### src/rtl/multdiv_ctrl.sv
// multdiv_ctrl: sequencing controller for the iterative multiply/divide
// datapath. Walks LOAD -> RUN (ITER cycles) -> FIX -> DONE per operation.
// A start pulse in any busy state restarts the sequence with the new mode.
// Every output is a decode of registered state; no input reaches an output
// combinationally.
module multdiv_ctrl #(
   parameter int ITER = 32
) (
   input  logic       clk,
   input  logic       rst,
   input  logic       ctrl_MULT,
   input  logic       ctrl_DIV,
   input  logic       divisor_zero,
   input  logic       mult_ovf,
   output logic       dp_load,
   output logic       dp_step,
   output logic       dp_fix,
   output logic       dp_mode,
   output logic [5:0] iter_idx,
   output logic       busy,
   output logic       result_rdy,
   output logic       exception
);

   if (ITER < 1 || ITER > 63) begin : g_iter_chk
      $error("multdiv_ctrl: ITER must be in 1..63");
   end

   localparam logic [5:0] LAST = 6'(ITER - 1);

   typedef enum logic [2:0] {
      S_IDLE,
      S_LOAD,
      S_RUN,
      S_FIX,
      S_DONE
   } state_t;

   state_t     state;
   logic [5:0] cnt;
   logic       mode;   // 0 = multiply, 1 = divide
   logic       flag;   // pending exception for the current operation
   logic       start;

   assign start = ctrl_MULT | ctrl_DIV;

   // Sequencer: reset first, then any start pulse (re)launches from LOAD
   // with multiply winning a tie, otherwise step through the sequence.
   always_ff @(posedge clk) begin
      if (rst) begin
         state <= S_IDLE;
         cnt   <= 6'd0;
         mode  <= 1'b0;
         flag  <= 1'b0;
      end else if (start) begin
         state <= S_LOAD;
         cnt   <= 6'd0;
         mode  <= ~ctrl_MULT;
         flag  <= 1'b0;
      end else begin
         case (state)
            S_IDLE: cnt <= 6'd0;
            S_LOAD: begin
               cnt <= 6'd0;
               // Divide by zero skips the iterations entirely.
               if (mode && divisor_zero) begin
                  flag  <= 1'b1;
                  state <= S_DONE;
               end else begin
                  state <= S_RUN;
               end
            end
            S_RUN: begin
               // Counter holds at LAST on the final iterate cycle.
               if (cnt == LAST) state <= S_FIX;
               else             cnt   <= cnt + 6'd1;
            end
            S_FIX: begin
               flag  <= ~mode & mult_ovf;
               state <= S_DONE;
            end
            S_DONE:  state <= S_IDLE;
            default: state <= S_IDLE;
         endcase
      end
   end

   assign dp_load    = (state == S_LOAD);
   assign dp_step    = (state == S_RUN);
   assign dp_fix     = (state == S_FIX);
   assign result_rdy = (state == S_DONE);
   assign exception  = (state == S_DONE) & flag;
   assign busy       = (state != S_IDLE);
   assign dp_mode    = busy & mode;
   assign iter_idx   = (state == S_RUN) ? cnt : 6'd0;

endmodule

### config.mk
export PLATFORM = sky130hd
export DESIGN_NAME = multdiv_ctrl
export DESIGN_NICKNAME = d
export VERILOG_FILES = /design/src/rtl/multdiv_ctrl.sv
export SDC_FILE = /design/constraint.sdc
export NUM_CORES = 1
export LEC_CHECK = 0
export ABC_AREA = 0
export CAP_MARGIN = 25
export CORE_MARGIN = 5
export CORE_UTILIZATION = 35
export CTS_BUF_LIST = sky130_fd_sc_hd__clkbuf_8
export DETAILED_ROUTE_END_ITERATION = 16
export GPL_TIMING_DRIVEN = 0
export PLACE_DENSITY = 0.73
export SETUP_SLACK_MARGIN = 0.05
export SYNTH_ARGS = -nofsm -noshare
export SYNTH_HDL_FRONTEND = slang
export SYNTH_SLANG_ARGS = --single-unit
export TNS_END_PERCENT = 1
### constraint.sdc
create_clock -name clk -period 3.5 [get_ports clk]
set_input_delay 0.35 -clock clk [delete_from_list [all_inputs] [get_ports clk]]
set_output_delay 0.35 -clock clk [all_outputs]
set_load 0.01 [all_outputs]
* Word-level counts from Yosys, hierarchy flattened
Cells that the tools add are included.
Storage, ports and cells: output and inout bits 13, register bits after elaboration 11
Operators by class: muxes and demuxes 9, bitwise gates (word level) 7, add/subtract/negate cells 1, eq/ne operators 10, reduce and logical (&&, ||, !) cells 11
Operators with widths (number):
- $mux W6 | 2
- $pmux W3 S4 | 1
- $pmux W6 S2 | 1
- $reduce_and A2 Y1 | 4
- $add A6 B1 Y6 const B | 1
- $eq A3 B2 Y1 const B | 2
- $eq A6 B5 Y1 const B | 1
- $mux W3 | 2
- $ne A2 B1 Y1 const B | 2
- $ne A2 B2 Y1 const B | 2
- $reduce_bool A2 Y1 | 2
- $reduce_or A2 Y1 | 2
- $and A1 B1 Y1 | 3
- $eq A3 B1 Y1 const B | 1
- $eq A3 B3 Y1 const B | 1
- $logic_not A3 Y1 | 1
- $ne A3 B1 Y1 const B | 1
- $not A1 Y1 | 3
- $reduce_bool A3 Y1 | 1
- $mux W1 | 2
- $pmux W1 S2 | 1
- $logic_and A1 B1 Y1 | 1
- $or A1 B1 Y1 | 1

* Longest topological paths before layout
Gate-level depths: netlist of the first run.
depth in word-level cells 4, depth in mapped cells 5, mapped depth without buffers 4

* Worst setup path before layout of the first run
No wires, ideal clock.
path kind flip-flop to output port, from register state[1], to output port iter_idx[1], path slack 1900 ps, required time 3150 ps, cell stages (with the launch flop) 5, path buffers 1, data arrival time 1250 ps, path through dfxtp_1 or3b_1 buf_2 inv_1 and2_1
On the way: cells in the longest elaborated chain, start to end 2
RTL lines:
- start, declared | RTL line 39 | state_t state;
- start signal, assigned | RTL line 51 | state <= S_IDLE;
- start signal, assigned | RTL line 56 | state <= S_LOAD;
- start signal, assigned | RTL line 68 | state <= S_DONE;
- $eq A3 B2 Y1
- named net dp_step | RTL line 16 | output logic dp_step,
- $mux W6 | RTL line 95 | assign iter_idx = (state == S_RUN) ? cnt : 6'd0;
- end, declared | RTL line 19 | output logic [5:0] iter_idx,
The timed path passes the listed nets, and every way through them passes these cells.

* Final worst setup path of the first run
from register state[1], to output port iter_idx[2]
On the way: cells in the longest elaborated chain, start to end 2
RTL lines (RTL line):
- $eq A3 B2 Y1 | 95
- $mux W6 | 95
Every way passes these cells.

==> impl_metrics.env, run 1 <==
export IMPL_outcome="finished clean"
export IMPL_core_area_mm2=0.00171
export IMPL_grtUsageTotal=0.129
export IMPL_rows=15
export IMPL_drive_gt1_frac=0.0714
export IMPL_peakVddDrop_uv=248
export IMPL_cp_max_fo=9
export IMPL_io_pins=19
export IMPL_finalSetupTns_ns=0
export IMPL_place_hpwl_um=1160
export IMPL_yosys_warnings=0
export IMPL_fin_util=0.517
export IMPL_synth_top_family_by_area="simple AND/OR/NAND/NOR gates"
export IMPL_cts_buffers=3
export IMPL_endpoint_kind="primary output"
export IMPL_critPathRequiredTime_ns=3.15
export IMPL_fin_nets=106
export IMPL_synth_compound_area_frac=0.144
export IMPL_min_period_ns=2.47
export IMPL_cts_path_max_buffers=2
export IMPL_p_per_area_mw_per_mm2=319
export IMPL_maxCapViolations=0
export IMPL_p_leak_nw=0.335
export IMPL_syn_area_per_cell_um2=8.23
export IMPL_syn_nets=83
export IMPL_synth_top_cell_by_area="dfxtp_1"
export IMPL_diodes=0
export IMPL_htree_num_levels=1
export IMPL_synth_cell_types=34
export IMPL_grt_max_degree=11
export IMPL_grt_pass1_wl_um=2640
export IMPL_gp_congestion=0.823
export IMPL_wl_per_cell_um=12.1
export IMPL_clock_sinks=11
export IMPL_grt_pass1_vias=631
export IMPL_final_max_slew_viol_count=0
export IMPL_gr_total_overflow=0
export IMPL_dieArea_mm2=0.00273
export IMPL_netlist_top_cells_area="dfxtp_1 35%, and2_1 6.0%, nand3_1 4.8%, a21oi_1 4.0%, nor3b_1 3.6%"
export IMPL_cp_top_family="buffers and inverters"
export IMPL_tritoncts="done"
export IMPL_cts_hold_buf=0
export IMPL_first_iter_violations=16
export IMPL_root_buffer="clkbuf_8"
export IMPL_start_util=0.366
export IMPL_synthesis_area_um2=626
export IMPL_post_route_drc_count=0
export IMPL_setup_viol=0
export IMPL_synth_top_area_frac=0.352
export IMPL_syn2layout_area_growth_pct=41.2
export IMPL_drt_total_wl_um=1490
export IMPL_first_pass_iters=4
export IMPL_fmax_mhz=404
export IMPL_slowest_delay_ns=0.54
export IMPL_antenna_found_initial=0
export IMPL_synth_cells=76
export IMPL_drt_vias_per_instance=5.17
export IMPL_cp_arrival_ns=2.12
export IMPL_yosys_area_share_adder=0.0200
export IMPL_hold_viol_final=0
export IMPL_worstSetupPathType="register to primary output"
export IMPL_die_h_um=52.3
export IMPL_cp_num_buf_inv=3
export IMPL_clk_latency_ns=0.24
export IMPL_slew_headroom=0.730
export IMPL_crit_chain="or3b_1, buf_2, inv_1, and2_1, clkdlybuf4s50_1"
export IMPL_worst_clock_skew_ns=0.00268
export IMPL_yosysSeqAreaShare=0.352
export IMPL_clkTransAtPathRegs_ns=0.05
export IMPL_min_path_type="register to register"
export IMPL_synth_area_mux_share=0.0340
export IMPL_synth_simple_area_share=0.378
export IMPL_rsz0062_at_grt="false"
export IMPL_die_w_um=52.3
export IMPL_timing_final_crit_share=0.707
export IMPL_critPathLaunchType="register"
export IMPL_ys_seq_elements=11
export IMPL_cts_setup_buffers=0
export IMPL_cts_resized=0
export IMPL_cp_slowest_cell="clkdlybuf4s50_1"
export IMPL_dr_total_vias=636
export IMPL_drtAntennaViolNets=0
export IMPL_tightest_slew_ns=0.402
export IMPL_io_buffers=18
export IMPL_synth_xor_area_frac=0.0280
==> state kept, by name (all words and copies together), names as in the netlist <==
register,flops
cnt,6
flag,1
state,3
mode,1
==> where the power goes <==
group | switching [mW] | internal [mW] | total [mW]
Combinational | 0.0107 | 0.0143 | 0.0249
Sequential | 0.00237 | 0.127 | 0.130
Clock | 0.0492 | 0.0783 | 0.128
Total | 0.0623 | 0.220 | 0.282
==> area by class of cell <==
class	instances	area (um^2)
Fill cell	165	825
Sequential cell	11	220
Multi-Input combinational cell	58	378
Clock buffer	3	41.3
Buffer	5	20.0
Tap cell	25	31.3
Timing Repair Buffer	18	180
Inverter	2	7.51
Clock inverter	1	5.00
==> placed cells by master, fill, tap and decap left out, types with 2 or more instances in the layout <==
| cell | synthesis | layout |
|---|---|---|
| clkbuf_1 | 4 | 4 |
| a21oi_1 | 5 | 5 |
| nor2_1 | 5 | 5 |
| nand4_1 | 2 | 2 |
| dfxtp_1 | 11 | 11 |
| nand2_1 | 2 | 2 |
| and2_1 | 6 | 6 |
| inv_1 | 2 | 2 |
| or3_1 | 2 | 2 |
| nor2b_1 | 2 | 2 |
| nand3_1 | 6 | 6 |
| and3_1 | 3 | 3 |
| clkbuf_8 | 0 | 3 |
| clkdlybuf4s50_1 | 0 | 18 |
| nor3b_1 | 3 | 3 |
| xor2_1 | 2 | 2 |
| nor3_1 | 2 | 2 |
==> cells by family after synthesis <==
family,Yosys count
AND/OR/NAND/NOR,40
XOR/XNOR,2
flip-flops,11
buffers and inverters,7
multiplexers,2
adder cells (fa/ha/maj),1
AO/OA/AOI/OAI,13
==> per-stage QoR <==
| stage | hold slack, ns | total power, mW | setup WS (ns) | cell area, um^2 | std cells |
|---|---|---|---|---|---|
| 2_1_floorplan | 0.422 | 0.143 | 1.90 | 626 | 76 |
| 3_3_place_gp | 0.455 | 0.157 | 1.32 | 837 | 119 |
| 3_5_place_dp | 0.465 | 0.157 | 1.29 | 837 | 119 |
| 4_1_cts | 0.478 | 0.286 | 1.01 | 883 | 123 |
| 5_1_grt | 0.513 | 0.295 | 0.890 | 883 | 123 |
| 6_report | 0.486 | 0.282 | 1.03 | 883 | 123 |
==> final timing paths <==
path / depth (start not counted) / from / to / slack, ns
max: 5 / state[1] / iter_idx[2] / 1.03
min: 1 / flag / flag / 0.49
max reg2reg: 4 / state[1] / cnt[0] / 1.78
min reg2reg: 1 / flag / flag / 0.49
==> synth_stat cells <==
library cell / instances
or3b_1: 1
nor3_1: 2
o32a_1: 1
nand2_1: 2
clkbuf_1: 4
nor4bb_1: 1
ha_1: 1
and3b_1: 1
buf_2: 1
or2_2: 1
nor2b_1: 2
o311ai_0: 1
dfxtp_1: 11
nor3b_1: 3
and2_1: 6
nand3_1: 6
and3_1: 3
a311oi_1: 1
nor2_1: 5
or4_1: 1
o21a_1: 1
nand4_1: 2
or3_1: 2
inv_1: 2
o21ai_0: 1
a21oi_1: 5
a31oi_1: 1
o32ai_1: 1
nor4_1: 1
a41o_1: 1
xor2_1: 2
mux2i_1: 1
mux2_2: 1
nand2b_1: 1
==> layer usage <==
metal,share of wire,global-route usage,vias up
met1,0.44,0.153,287
met4,0.015,0.0638,0
li1,-,-,326
met2,0.50,0.218,19
met5,0,0,-
met3,0.051,0.0285,4
Note: power is estimated with default switching activity, not from simulation.
==> run 2, diff against run 1 <==
Clock period 3.5 ns to 2.3 ns, I/O delays scaled along.
==> run 2 against run 1 <==
Register-to-register slack worse by 1.1 ns. Clock power is 52% higher. Sequential share of layout area is 0.18 points higher. Highest routed layer unchanged. Routed wire length is 0.74% higher.
==> impl_metrics.env, run 2 (synthesized netlist as in run 1, its figures left out) <==
export IMPL_fmax_mhz=464
export IMPL_endpoint_kind="primary output"
export IMPL_reg2reg_slack_ns=0.65
export IMPL_min_period_ns=2.15
export IMPL_setup_viol=0
export IMPL_worst_clock_skew_ns=0.00414
export IMPL_first_pass_iters=4
export IMPL_gp_congestion=0.823
export IMPL_wl_per_cell_um=12.2
export IMPL_endpoint="iter_idx[3]"
export IMPL_root_buffer="clkbuf_8"
export IMPL_syn2layout_area_growth_pct=42.6
export IMPL_diodes=0
export IMPL_rsz0062_at_grt="true"
export IMPL_reg_largest_list="cnt: 6 flops, state: 3 flops"
export IMPL_hold_viol_final=0
export IMPL_cts_path_max_buffers=2
export IMPL_cts_resized=2
export IMPL_final_common_cell="clkdlybuf4s50_1"
export IMPL_cp_max_fo=8
export IMPL_min_path_type="register to register"
export IMPL_start_util=0.366
export IMPL_top_register="cnt"
export IMPL_pre_cts_slack_ns=0.213
export IMPL_grtUsageTotal=0.129
export IMPL_critPathLaunch="state[0]"
export IMPL_critPathLaunchType="register"
export IMPL_htree_num_levels=1
export IMPL_clock_sinks=11
export IMPL_tightest_slew_ns=0.404
export IMPL_core_area_mm2=0.00171
export IMPL_post_route_drc_count=0
export IMPL_p_leak_nw=0.352
export IMPL_drive_gt1_frac=0.0918
export IMPL_clkTransAtPathRegs_ns=0.05
export IMPL_outcome="finished clean"
export IMPL_io_pins=19
export IMPL_final_max_slew_viol_count=0
export IMPL_drtAntennaViolNets=0
export IMPL_cts_setup_buffers=0
export IMPL_tritoncts="done"
export IMPL_worstSetupPathType="register to primary output"
export IMPL_cts_buffers=3
export IMPL_drt_total_wl_um=1500
export IMPL_dr_total_vias=634
export IMPL_slew_headroom=0.729
export IMPL_fin_util=0.522
export IMPL_r2r_start="state[0]"
export IMPL_whs_ns=0.486
export IMPL_slowest_delay_ns=0.53
export IMPL_critPathRequiredTime_ns=2.07
export IMPL_die_h_um=52.3
export IMPL_maxCapViolations=0
export IMPL_io_buffers=18
export IMPL_clk_latency_ns=0.24
export IMPL_cp_arrival_ns=1.92
export IMPL_r2r_cells=4
export IMPL_fin_nets=106
export IMPL_drt_vias_per_instance=5.15
export IMPL_cp_slowest_cell="clkdlybuf4s50_1"
export IMPL_layout_common_cells="17 x clkdlybuf4s50_1, 10 x dfxtp_1, 6 x and2_1, 6 x nand3_1"
export IMPL_place_hpwl_um=1160
export IMPL_largest_reg_flops=6
export IMPL_die_w_um=52.3
export IMPL_antenna_found_initial=0
export IMPL_p_per_area_mw_per_mm2=480
export IMPL_grt_pass1_wl_um=2640
export IMPL_timing_final_crit_share=0.936
export IMPL_total_power_mw=0.429
export IMPL_gr_total_overflow=0
export IMPL_finalSetupTns_ns=0
export IMPL_grt_max_degree=11
export IMPL_reg2reg_to="cnt[0]"
export IMPL_dieArea_mm2=0.00273
export IMPL_grt_pass1_vias=631
export IMPL_peakVddDrop_uv=379
export IMPL_first_iter_violations=12
export IMPL_timing_final_ws_setup_ns=0.147
export IMPL_cts_hold_buf=0
export IMPL_crit_chain="or3b_1, buf_2, inv_4, and2_1, clkdlybuf4s50_1"
export IMPL_rows=15
==> run 2: changes by cell type in the layout (fill, tap and decap cells not counted) <==
cell,change
dfxtp_1,-1
inv_1,-1
dlymetal6s2s_1,+1
clkdlybuf4s50_1,-1
inv_4,+1
dfxtp_4,+1
==> run 2: cell type report <==
cell class | count | area, um^2
flip-flops and latches | 11 | 224
multi-input cells | 58 | 378
inverters | 2 | 10.0
clock buffers | 3 | 41.3
repair buffers | 18 | 183
well taps | 25 | 31.3
plain buffers | 5 | 20.0
fillers | 166 | 816
clock inverters | 1 | 5.00
==> run 2: report_power, final <==
| part | total (mW) | switching, mW | internal, mW |
|---|---|---|---|
| combinational | 0.0383 | 0.0165 | 0.0218 |
| sequential | 0.196 | 0.00360 | 0.193 |
| clock | 0.194 | 0.0749 | 0.119 |
| total | 0.429 | 0.0949 | 0.334 |
==> run 2: how the worst min path moves through the flow <==
stage / startpoint / endpoint / slack, ns / cells past startpoint
after floorplan: rst / state[0] / 0.30 / 1
after global placement: flag / flag / 0.45 / 1
after detailed placement: flag / flag / 0.46 / 1
after CTS: flag / flag / 0.48 / 1
after global routing: flag / flag / 0.51 / 1
final: flag / flag / 0.49 / 1
==> run 2: per-stage QoR <==
step / cells / cell area (um^2)
CTS: 123 / 885
detailed placement: 119 / 837
floorplan: 76 / 626
finish: 123 / 892
global placement: 119 / 837
global route: 123 / 892
==> run 2: metal layers <==
metal  vias to the layer above  part of all wire  wire length (um)  GRT usage
met2                        13              0.49               741      0.218
li1                        325                 -                 -          -
met5                         -                 0                 0          0
met4                         0             0.015                22     0.0638
met1                       292              0.46               687      0.153
met3                         4             0.035                52     0.0285
==> run 2: critical path: cells and delay by family, from the launching register on <==
family | cells | cell delay (ns)
AND/OR/NAND/NOR | 2 | 0.51
flip-flops | 1 | 0.35
buffers and inverters | 3 | 0.81
